File: src/rtl/prbs_tx_sequencer.sv
// Run/stop and burst sequencer for the PRBS9 transmit source: issues one symbol
// strobe every OS_RATIO clocks while running and counts the strobes issued.
module prbs_tx_sequencer #(
  parameter int OS_RATIO = 4,
  parameter int LEN_W    = 16,
  parameter int CNT_W    = 32
) (
  input  logic             clock,
  input  logic             i_reset,
  input  logic             i_start,
  input  logic             i_stop,
  input  logic             i_mode,
  input  logic [LEN_W-1:0] i_burst_len,
  output logic             o_prbs_enb,
  output logic             o_enb_tx,
  output logic             o_busy,
  output logic             o_done,
  output logic [CNT_W-1:0] o_bit_count
);
  localparam int PH_W = (OS_RATIO > 1) ? $clog2(OS_RATIO) : 1;
  localparam logic [PH_W-1:0] PH_LAST = PH_W'(OS_RATIO - 1);

  typedef enum logic [1:0] {S_IDLE, S_RUN, S_DONE} state_t;

  state_t           state, state_nxt;
  logic [PH_W-1:0]  phase;
  logic [LEN_W-1:0] remaining;
  logic             burst;
  logic             strobe, last, arm;

  assign strobe = (state == S_RUN) && (phase == PH_LAST);
  assign last   = burst && strobe && (remaining == LEN_W'(1));
  // Arming is shared by IDLE and DONE; DONE re-arms without touching the generator.
  assign arm    = (state != S_RUN) && !i_stop && i_start;

  always_ff @(posedge clock or negedge i_reset) begin
    if (!i_reset) state <= S_IDLE;
    else          state <= state_nxt;
  end

  always_comb begin
    state_nxt  = state;
    o_prbs_enb = 1'b0;
    o_enb_tx   = 1'b0;
    o_busy     = 1'b0;
    o_done     = 1'b0;
    case (state)
      S_IDLE, S_DONE: begin
        o_done = (state == S_DONE);
        if (i_stop)       state_nxt = S_IDLE;
        else if (i_start) state_nxt = (i_mode && (i_burst_len == '0)) ? S_DONE : S_RUN;
      end
      S_RUN: begin
        o_prbs_enb = strobe;
        o_enb_tx   = 1'b1;
        o_busy     = 1'b1;
        if (i_stop)    state_nxt = S_IDLE;
        else if (last) state_nxt = S_DONE;
      end
      default: state_nxt = S_IDLE;
    endcase
  end

  always_ff @(posedge clock or negedge i_reset) begin
    if (!i_reset) begin
      phase       <= '0;
      remaining   <= '0;
      burst       <= 1'b0;
      o_bit_count <= '0;
    end else if (arm) begin
      phase       <= '0;
      remaining   <= i_burst_len;
      burst       <= i_mode;
      o_bit_count <= '0;
    end else if (state == S_RUN) begin
      phase <= (phase == PH_LAST) ? '0 : phase + 1'b1;
      if (strobe) begin
        if (o_bit_count != '1)                o_bit_count <= o_bit_count + 1'b1;
        if (burst && (remaining != '0))       remaining   <= remaining - 1'b1;
      end
    end
  end
endmodule

File: config.mk
export PLATFORM = sky130hd
export DESIGN_NAME = prbs_tx_sequencer
export DESIGN_NICKNAME = d
export VERILOG_FILES = /design/src/rtl/prbs_tx_sequencer.sv
export SDC_FILE = /design/constraint.sdc
export NUM_CORES = 1
export LEC_CHECK = 0
export ABC_CLOCK_PERIOD_IN_PS = 2720
export CAP_MARGIN = 20
export CORE_ASPECT_RATIO = 0.7
export CORE_MARGIN = 2
export CORE_UTILIZATION = 30
export DETAILED_ROUTE_END_ITERATION = 8
export MAX_ROUTING_LAYER = met4
export PLACE_DENSITY = 0.47
export SETUP_SLACK_MARGIN = 0.1
export SLEW_MARGIN = 20
export SYNTH_ARGS = -nofsm -noshare
export SYNTH_HDL_FRONTEND = slang
export SYNTH_SLANG_ARGS = --single-unit
export TNS_END_PERCENT = 1
File: constraint.sdc
create_clock -name clock -period 2.72 [get_ports clock]
set_input_delay 0.272 -clock clock [delete_from_list [all_inputs] [get_ports clock]]
set_output_delay 0.272 -clock clock [all_outputs]
set_load 0.01 [all_outputs]
==> reports/summary.json, run 1 <==
{
  "clk_transition_reported_paths_ns": 0.08,
  "synth_edf_count": 0,
  "drtAntennaViolNets": 0,
  "syn_inst": 349,
  "critPathLaunchType": "flop",
  "grt_antenna_before_repair": 0,
  "crit_end": "o_bit_count[20]",
  "floorplan.io_pins": 57,
  "max_freq_ghz": 0.4222,
  "crit_arrival_ns": 2.59,
  "buffer_ports.inserted": 56,
  "power_density_mw_per_mm2": 534.9,
  "synth_area_mm2": 0.003236,
  "clk_latency_ns": 0.30,
  "max_slew.worst_pin.slew_ns": 0.6928,
  "die_x_um": 128.1,
  "maxSlewViolCount": 0,
  "drtIter0Drc": 178,
  "synth_seq_cells": 53,
  "cts-buffers-inserted": 5,
  "synth-adder-area-share": 0.01547,
  "routed-via-count": 3032,
  "grt_start_max_net_pins": 44,
  "setup-violations-final": 0,
  "worst_r2r_path_depth": 6,
  "synth.cells.most_frequent": "sky130_fd_sc_hd__dfrtp_1, sky130_fd_sc_hd__nand2_1, sky130_fd_sc_hd__a21oi_1",
  "max_cap_violations": 0,
  "place_hpwl_um": 6630,
  "cts_root_buffer": "sky130_fd_sc_hd__clkbuf_16",
  "drive_above_1_share": 0.1119,
  "synth_ff_type": "sky130_fd_sc_hd__dfrtp_1",
  "synth_xor_xnor_area_share": 0.01353,
  "status": "finished clean",
  "htree_levels": 2,
  "remaining_drc_errors": 0,
  "post_synth_main_area_contributors": "sky130_fd_sc_hd__dfrtp_1, sky130_fd_sc_hd__nand2_1, sky130_fd_sc_hd__nand4_1, sky130_fd_sc_hd__or4_1, sky130_fd_sc_hd__a21oi_1",
  "drt-wirelength-per-cell_um": 16.87,
  "cts_num_sinks": 53,
  "synth_most_common_cell": "sky130_fd_sc_hd__dfrtp_1",
  "setup.worst_path.start": "o_bit_count[0]",
  "fin_crit_ns": 2.369,
  "place_ws_ns": 0.4234,
  "final_min_period_over_clock_period": 0.8708,
  "ir_worst_vdd_mv": 0.3189,
  "final_nets": 435,
  "rr_startpoint": "o_bit_count[0]",
  "critical_path_required_ns": 2.94,
  "nets_in_the_synthesized_netlist": 374,
  "timing.critical_path.to_type": "flop",
  "drt_wl_total_um": 9161,
  "sequential_cell_area_fraction_in_the_yosys_report": 0.4099,
  "multi_input_comb_area_mm2": 0.001757,
  "syn_to_final_growth_pct": 27.76,
  "skew_ns": 0.01162,
  "async_reset_ff_frac": 1.000,
  "global_route.overflow_total": 0,
  "cts_resized": 0,
  "setup_tns_ns": 0,
  "grt_setup_unrepaired": "false",
  "critPathMaxFanout": 13,
  "drt_pass_1_iters": 4,
  "post-route-util": 0.3962,
  "synth.area.mux_share": 0.02204,
  "track_usage": 0.1686,
  "via_per_inst": 5.584,
  "yosysTopAreaCell": "sky130_fd_sc_hd__dfrtp_1",
  "combinational_family_with_the_most_area_after_synthesis": "simple AND/OR/NAND/NOR gates",
  "gpl.final_weighted_congestion": 0.8288,
  "hold_path_class": "in2async",
  "cts_tree": "done",
  "r2r-end": "o_bit_count[20]",
  "synth_compound_gate_area_share": 0.1489,
  "first_global_vias": 2870,
  "yosysWarningCount": 0,
  "netlist.area_leader.share": 0.4099,
  "synth.distinct_cells": 58,
  "timing.final.ws_setup_ns": 0.3514,
  "final_hold_viol_count": 0,
  "max_slew_margin": 0.5338,
  "seqCellArea_mm2": 0.001326,
  "power.static_leakage_uw": 0.001553,
  "antennaDiodeCount": 0,
  "timing.reg2reg.setup_slack_ns": 0.35,
  "synth_simple_gate_area_frac": 0.3415,
  "syn_avg_cell_area_um2": 9.271,
  "wire_length_of_the_first_global_routing_pass_um": 15260,
  "layout.filler_cells": 1066,
  "fp.dieArea_mm2": 0.01165,
  "criticalPathCategory": "reg2reg",
  "start_util": 0.3101,
  "dieHeight_um": 90.89,
  "rows": 31,
  "core_area_mm2": 0.01043,
  "longest_clk_path_bufs": 2,
  "post_cts_buffers": 0
}
[area by class of cell]
| cell class | count | area share |
|---|---|---|
| Sequential cell | 53 | 0.3208 |
| Inverter | 5 | 0.004540 |
| Clock buffer | 6 | 0.03360 |
| Tap cell | 132 | 0.03995 |
| Timing Repair Buffer | 72 | 0.1671 |
| Multi-Input combinational cell | 273 | 0.4249 |
| Clock inverter | 2 | 0.009080 |
[sequential cells by signal (all words and copies together), names as in the netlist]
register     cells
burst            1
o_bit_count     32
phase            2
remaining       16
state            2
[cells in the final DEF, fill, tap and decap left out, types with 3 or more instances in the layout]
master,Yosys,routed
sky130_fd_sc_hd__ha_1,4,4
sky130_fd_sc_hd__a221o_1,4,4
sky130_fd_sc_hd__clkdlybuf4s50_1,0,55
sky130_fd_sc_hd__o21ai_1,7,7
sky130_fd_sc_hd__and4_2,3,3
sky130_fd_sc_hd__nor2_1,15,15
sky130_fd_sc_hd__o211ai_1,9,9
sky130_fd_sc_hd__nand2b_1,4,4
sky130_fd_sc_hd__nor4_1,12,12
sky130_fd_sc_hd__inv_1,5,5
sky130_fd_sc_hd__nand3_1,16,16
sky130_fd_sc_hd__dfrtp_1,53,53
sky130_fd_sc_hd__and2_1,3,3
sky130_fd_sc_hd__nor3_1,11,11
sky130_fd_sc_hd__o21ai_0,8,8
sky130_fd_sc_hd__clkbuf_16,0,5
sky130_fd_sc_hd__xnor2_1,4,4
sky130_fd_sc_hd__o31ai_1,10,10
sky130_fd_sc_hd__or3_1,12,12
sky130_fd_sc_hd__a31oi_1,3,3
sky130_fd_sc_hd__a21oi_1,22,22
sky130_fd_sc_hd__nor4_2,3,3
sky130_fd_sc_hd__buf_4,1,14
sky130_fd_sc_hd__nand2_1,45,45
sky130_fd_sc_hd__or4_1,15,15
sky130_fd_sc_hd__nor4b_1,3,3
sky130_fd_sc_hd__nand4_1,18,18
sky130_fd_sc_hd__mux2i_1,6,6
[timing repair]
item / CTS / global route
endpoints found under the setup margin: 0 / 0
hold endpoints to repair: 17 / 0
hold buffers: 1 / 0
[worst min-delay path by stage]
stage | slack (ns) | start | to | depth (start not counted)
2_1_floorplan | -0.02 | i_reset | burst | 0
3_3_place_gp | 0.24 | i_reset | o_bit_count[30] | 1
3_5_place_dp | 0.25 | i_reset | o_bit_count[30] | 1
4_1_cts | 0.46 | i_reset | remaining[6] | 2
5_1_grt | 0.51 | i_reset | remaining[6] | 2
6_report | 0.45 | i_reset | remaining[6] | 2
[where the power goes]
part           switching, µW  total (µW)  internal [µW]
Combinational            216         427            210
Sequential               134        1020            883
Clock                    307         768            460
Total                    658        2210           1550
[worst max-delay path: stages, from the launching register on]
cell and delay, ns:
sky130_fd_sc_hd__dfrtp_1 0.44, sky130_fd_sc_hd__ha_1 0.23, sky130_fd_sc_hd__nand3_2 0.15, sky130_fd_sc_hd__nor4_2 0.47, sky130_fd_sc_hd__nand3_2 0.32, sky130_fd_sc_hd__or4_1 0.54
sky130_fd_sc_hd__a21oi_1 0.15
[through the flow]
step / cell area, µm² / total power (µW) / cells / hold slack (ns)
6_report: 4134 / 2211 / 543 / 0.4484
5_1_grt: 4134 / 2335 / 543 / 0.5106
4_1_cts: 4134 / 2239 / 543 / 0.4611
3_5_place_dp: 3948 / 1453 / 534 / 0.2473
3_3_place_gp: 3948 / 1449 / 534 / 0.2417
2_1_floorplan: 3236 / 1276 / 349 / -0.02359
[logic make-up (layout without fill, tap and decap cells)]
| family | Yosys count | after routing |
|---|---|---|
| and+or+nand+nor | 184 | 184 |
| AOI/OAI and AO/OA | 73 | 73 |
| DFF | 53 | 53 |
| buffers and inverters | 23 | 85 |
| muxes | 7 | 7 |
| xor gates and xnor gates | 5 | 5 |
| adders and majority gates | 4 | 4 |
[per-layer routing]
| layer | GRT usage | vias up | share of wire |
|---|---|---|---|
| li1 | - | 1471 | - |
| met1 | 0.2662 | 1460 | 0.54 |
| met2 | 0.2175 | 96 | 0.40 |
| met3 | 0.03199 | 5 | 0.055 |
| met4 | 0.03663 | 0 | 0.0068 |
| met5 | - | - | 0 |
(Power assumes the default switching activity.)
==> run 2: changes to the inputs <==
Settings changed: CORE_ASPECT_RATIO 0.7 to 0.75.
==> run 2 against run 1 <==
Non-clock buffer count decreased by 2. Register-to-register slack improved by 0.04 ns. Maximum frequency increased by 1.7%.
==> reports/summary.json, run 2 (synthesized netlist as in run 1, its figures left out) <==
{
  "cts_root_buffer": "sky130_fd_sc_hd__clkbuf_16",
  "dieHeight_um": 93.94,
  "fin_crit_ns": 2.329,
  "criticalPathCategory": "reg2reg",
  "syn_to_final_growth_pct": 26.80,
  "drive_above_1_share": 0.1029,
  "grt_setup_unrepaired": "false",
  "mostFrequentLayoutCells": "sky130_fd_sc_hd__clkdlybuf4s50_1, sky130_fd_sc_hd__dfrtp_1, sky130_fd_sc_hd__nand2_1",
  "longest_clk_path_bufs": 2,
  "largest_registers_ranked_by_flip_flop_count": "o_bit_count x32, remaining x16",
  "rows": 32,
  "maxSlewViolCount": 0,
  "critPathLaunchType": "flop",
  "die_x_um": 123.9,
  "clk_latency_ns": 0.29,
  "drt_pass_1_iters": 4,
  "timing.critical_path.to_type": "flop",
  "wire_length_of_the_first_global_routing_pass_um": 14850,
  "finalHoldWorstSlack_ns": 0.4971,
  "place_ws_ns": 0.4053,
  "cts_tree": "done",
  "place_hpwl_um": 6563,
  "timing.final.ws_setup_ns": 0.3914,
  "setup-violations-final": 0,
  "core_area_mm2": 0.01041,
  "track_usage": 0.1700,
  "setup_tns_ns": 0,
  "start_util": 0.3108,
  "max_slew_margin": 0.4415,
  "antennaDiodeCount": 0,
  "critPathMaxFanout": 13,
  "top_register": "o_bit_count",
  "cts_num_sinks": 53,
  "final_hold_viol_count": 0,
  "clk_transition_reported_paths_ns": 0.07,
  "drt_wl_total_um": 9150,
  "floorplan.io_pins": 57,
  "gpl.final_weighted_congestion": 0.7628,
  "layout.filler_cells": 1068,
  "global_route.overflow_total": 0,
  "max_slew.worst_pin.slew_ns": 0.8314,
  "skew_ns": 0.006102,
  "power_density_mw_per_mm2": 514.6,
  "drtIter0Drc": 176,
  "remaining_drc_errors": 0,
  "largest_register_ff_count": 32,
  "max_cap_violations": 0,
  "cts_resized": 0,
  "hold_path_class": "reg2reg",
  "htree_levels": 2,
  "crit_arrival_ns": 2.55,
  "grt_antenna_before_repair": 0,
  "max_freq_ghz": 0.4295,
  "routed-via-count": 3016,
  "drtAntennaViolNets": 0,
  "critical_path_required_ns": 2.94,
  "cts-buffers-inserted": 5,
  "ir_worst_vdd_mv": 0.3498,
  "buffer_ports.inserted": 56,
  "final_min_period_over_clock_period": 0.8561,
  "status": "finished clean",
  "first_global_vias": 2750,
  "power.static_leakage_uw": 0.001537,
  "via_per_inst": 5.544,
  "most_frequent_standard_cell_in_the_layout_excluding_fill_and_tap_cells": "sky130_fd_sc_hd__clkdlybuf4s50_1",
  "fp.dieArea_mm2": 0.01164,
  "drt-wirelength-per-cell_um": 16.82,
  "final_nets": 433,
  "grt_start_max_net_pins": 32
}
[run 2: stage by stage]
stage / std cells / total power [µW] / util / cell area [µm²]
2_1_floorplan: 349 / 1276 / - / 3236
3_3_place_gp: 536 / 1461 / 0.3794 / 3950
3_5_place_dp: 536 / 1468 / 0.3794 / 3950
4_1_cts: 544 / 2138 / 0.3941 / 4103
5_1_grt: 544 / 2239 / 0.3941 / 4103
6_report: 544 / 2111 / 0.3941 / 4103
[run 2: layout make-up]
| class | count | area [µm²] | area share |
|---|---|---|---|
| clock buffer | 7 | 142.6 | 0.03477 |
| tap | 136 | 170.2 | 0.04148 |
| multi-input combinational | 273 | 1757 | 0.4282 |
| sequential | 53 | 1326 | 0.3233 |
| inverter | 5 | 18.77 | 0.004575 |
| timing repair buffer | 70 | 688.2 | 0.1677 |
[run 2: path summary, 6_finish.rpt]
kind,slack [ns],depth (start not counted),endpoint,from
worst min register to register,0.50,2,burst,burst
worst max-delay path,0.39,6,o_bit_count[22],o_bit_count[0]
worst max register to register,0.39,6,o_bit_count[22],o_bit_count[0]
max in group asynchronous,1.63,3,o_bit_count[4],i_reset
min in group asynchronous,0.51,2,o_bit_count[18],i_reset
worst min-delay path,0.50,2,burst,burst
[run 2: repair_timing]
action	4_1_cts	5_1_grt
hold endpoints to repair	22	0
buffers inserted	0	0
hold buffers	1	0
endpoints found under the setup margin	0	0
[run 2: power by group]
part | switching (µW) | internal, µW | total (µW)
Clock | 290 | 363 | 653
Combinational | 224 | 217 | 441
Sequential | 134 | 883 | 1020
[run 2: layer usage]
layer  track usage  vias to the layer above  wire, µm
met3       0.03034                       10       424
met2        0.2198                       68      3632
met5             -                        -         0
met4       0.03558                        0        85
met1        0.2694                     1469      5008
li1              -                     1469         -
[run 2: critical path: stages, from the launching register on]
cell	delay [ns]
sky130_fd_sc_hd__dfrtp_1	0.44
sky130_fd_sc_hd__ha_1	0.23
sky130_fd_sc_hd__nand3_2	0.16
sky130_fd_sc_hd__nor4_2	0.45
sky130_fd_sc_hd__nand3_2	0.29
sky130_fd_sc_hd__or4_1	0.55
sky130_fd_sc_hd__a21oi_1	0.15
==> run 3: changes to the inputs <==
Settings changed: CTS_BUF_LIST from default to sky130_fd_sc_hd__clkbuf_16.
==> run 3 against run 2 <==
Routed wire length is 0.22% lower. Clock power down 5.1%. Critical path depth unchanged. Non-clock buffer count unchanged. Register-to-register slack about the same. Maximum frequency about the same. Largest power group unchanged. Design area shrank 0.24%.
==> reports/summary.json, run 3 (synthesized netlist as in run 1, its figures left out) <==
{
  "criticalPathCategory": "reg2reg",
  "floorplan.io_pins": 57,
  "grt_antenna_before_repair": 0,
  "drt_wl_total_um": 9130,
  "global_route.usage.met2": 0.2202,
  "critical_path_required_ns": 2.94,
  "rows": 32,
  "grt_setup_unrepaired": "false",
  "cts_tree": "done",
  "post_cts_buffers": 0,
  "dieHeight_um": 93.94,
  "path_common_cell": "sky130_fd_sc_hd__nand3_2",
  "max_freq_ghz": 0.4294,
  "global_route.overflow_total": 0,
  "clk_latency_ns": 0.29,
  "gpl.final_weighted_congestion": 0.7628,
  "cpPeakStageDelay_ns": 0.55,
  "drt_pass_1_iters": 4,
  "drt-wirelength-per-cell_um": 16.78,
  "fp.dieArea_mm2": 0.01164,
  "drtIter0Drc": 188,
  "gr-usage-met3": 0.03034,
  "htree_levels": 2,
  "mostFrequentLayoutCells": "sky130_fd_sc_hd__clkdlybuf4s50_1, sky130_fd_sc_hd__dfrtp_1, sky130_fd_sc_hd__nand2_1",
  "buffer_ports.inserted": 56,
  "setup_tns_ns": 0,
  "final_min_period_over_clock_period": 0.8562,
  "via_per_inst": 5.540,
  "power_uw": 2078,
  "die_x_um": 123.9,
  "maxSlewViolCount": 0,
  "syn_to_final_growth_pct": 26.49,
  "remaining_drc_errors": 0,
  "place_hpwl_um": 6563,
  "critPathMaxFanout": 13,
  "cts-buffers-inserted": 5,
  "largest_register_ff_count": 32,
  "drtAntennaViolNets": 0,
  "power_density_mw_per_mm2": 507.7,
  "most_frequent_standard_cell_in_the_layout_excluding_fill_and_tap_cells": "sky130_fd_sc_hd__clkdlybuf4s50_1",
  "crit_chain": "ha_1 > nand3_2 > nor4_2 > nand3_2 > or4_1 > a21oi_1",
  "timing.reg2reg.setup_slack_ns": 0.39,
  "timing.final.ws_setup_ns": 0.3912,
  "fin_crit_ns": 2.329,
  "cts_num_sinks": 53,
  "status": "finished clean",
  "place_ws_ns": 0.4053,
  "clk_transition_reported_paths_ns": 0.07,
  "start_util": 0.3108,
  "finalHoldWorstSlack_ns": 0.4971,
  "track_usage": 0.1701,
  "skew_ns": 0.006137,
  "wire_length_of_the_first_global_routing_pass_um": 14860,
  "top_usage_layer": "met1",
  "final_nets": 433,
  "top_register": "o_bit_count",
  "grt_start_max_net_pins": 32,
  "drive_above_1_share": 0.1005,
  "cts_root_buffer": "sky130_fd_sc_hd__clkbuf_16",
  "critPathLaunchType": "flop",
  "power.static_leakage_uw": 0.001536,
  "max_slew_margin": 0.4421,
  "final_hold_viol_count": 0,
  "largest_registers_ranked_by_flip_flop_count": "o_bit_count x32, remaining x16",
  "first_global_vias": 2757,
  "antennaDiodeCount": 0,
  "cts_resized": 0,
  "max_cap_violations": 0,
  "timing.critical_path.to_type": "flop",
  "core_area_mm2": 0.01041,
  "grt.met1_usage": 0.2694,
  "routed-via-count": 3014,
  "longest_clk_path_bufs": 2,
  "ir_worst_vdd_mv": 0.3260,
  "hold_path_class": "reg2reg",
  "holdBufCountCts": 1,
  "max_slew.worst_pin.slew_ns": 0.8304,
  "cpMaxStageDelayCell": "sky130_fd_sc_hd__or4_1",
  "setup-violations-final": 0,
  "crit_arrival_ns": 2.55
}
==> run 3: changes by cell type in the layout (fill, tap and decap cells not counted), sizes merged <==
cell / change
clkbuf: -2
clkinv: +1
inv: +1
==> run 3: critical path: cells and delay by family, from the launching register on <==
kind / cells / cell delay [ns]
fa+ha+maj: 1 / 0.23
compound gates: 1 / 0.15
flops: 1 / 0.44
simple gates: 4 / 1.44
==> run 3: metrics by stage <==
stage,instances,instance area [µm²],utilization
finish,544,4093,0.3931
global route,544,4093,0.3931
CTS,544,4093,0.3931
detailed placement,536,3950,0.3794
global placement,536,3950,0.3794
floorplan,349,3236,-
==> run 3: area by class of cell <==
class,instances,area [µm²]
clock buffers,5,125.1
inverters,5,18.77
well taps,136,170.2
fillers,1067,6317
multi-input cells,273,1757
flip-flops and latches,53,1326
repair buffers,70,688.2
clock inverters,2,7.507
==> run 3: power breakdown <==
part           switching (µW)  leakage (µW)  internal, µW
Combinational             223      0.000765           217
Sequential                134      0.000702           883
Clock                     289     0.0000685           331
Total                     647       0.00154          1430
==> run 3: worst paths after layout <==
kind / start / endpoint / depth (start not counted)
hold reg to reg: burst / burst / 2
setup / recovery: o_bit_count[0] / o_bit_count[22] / 6
min in group asynchronous: i_reset / o_bit_count[18] / 2
hold / removal: burst / burst / 2
setup reg to reg: o_bit_count[0] / o_bit_count[22] / 6
max in group asynchronous: i_reset / o_bit_count[4] / 3
==> run 3: layer usage <==
metal  part of all wire  wire length [µm]
met5                  0                 0
met4             0.0093                85
met3              0.044               403
met2               0.39              3578
met1               0.55              5062
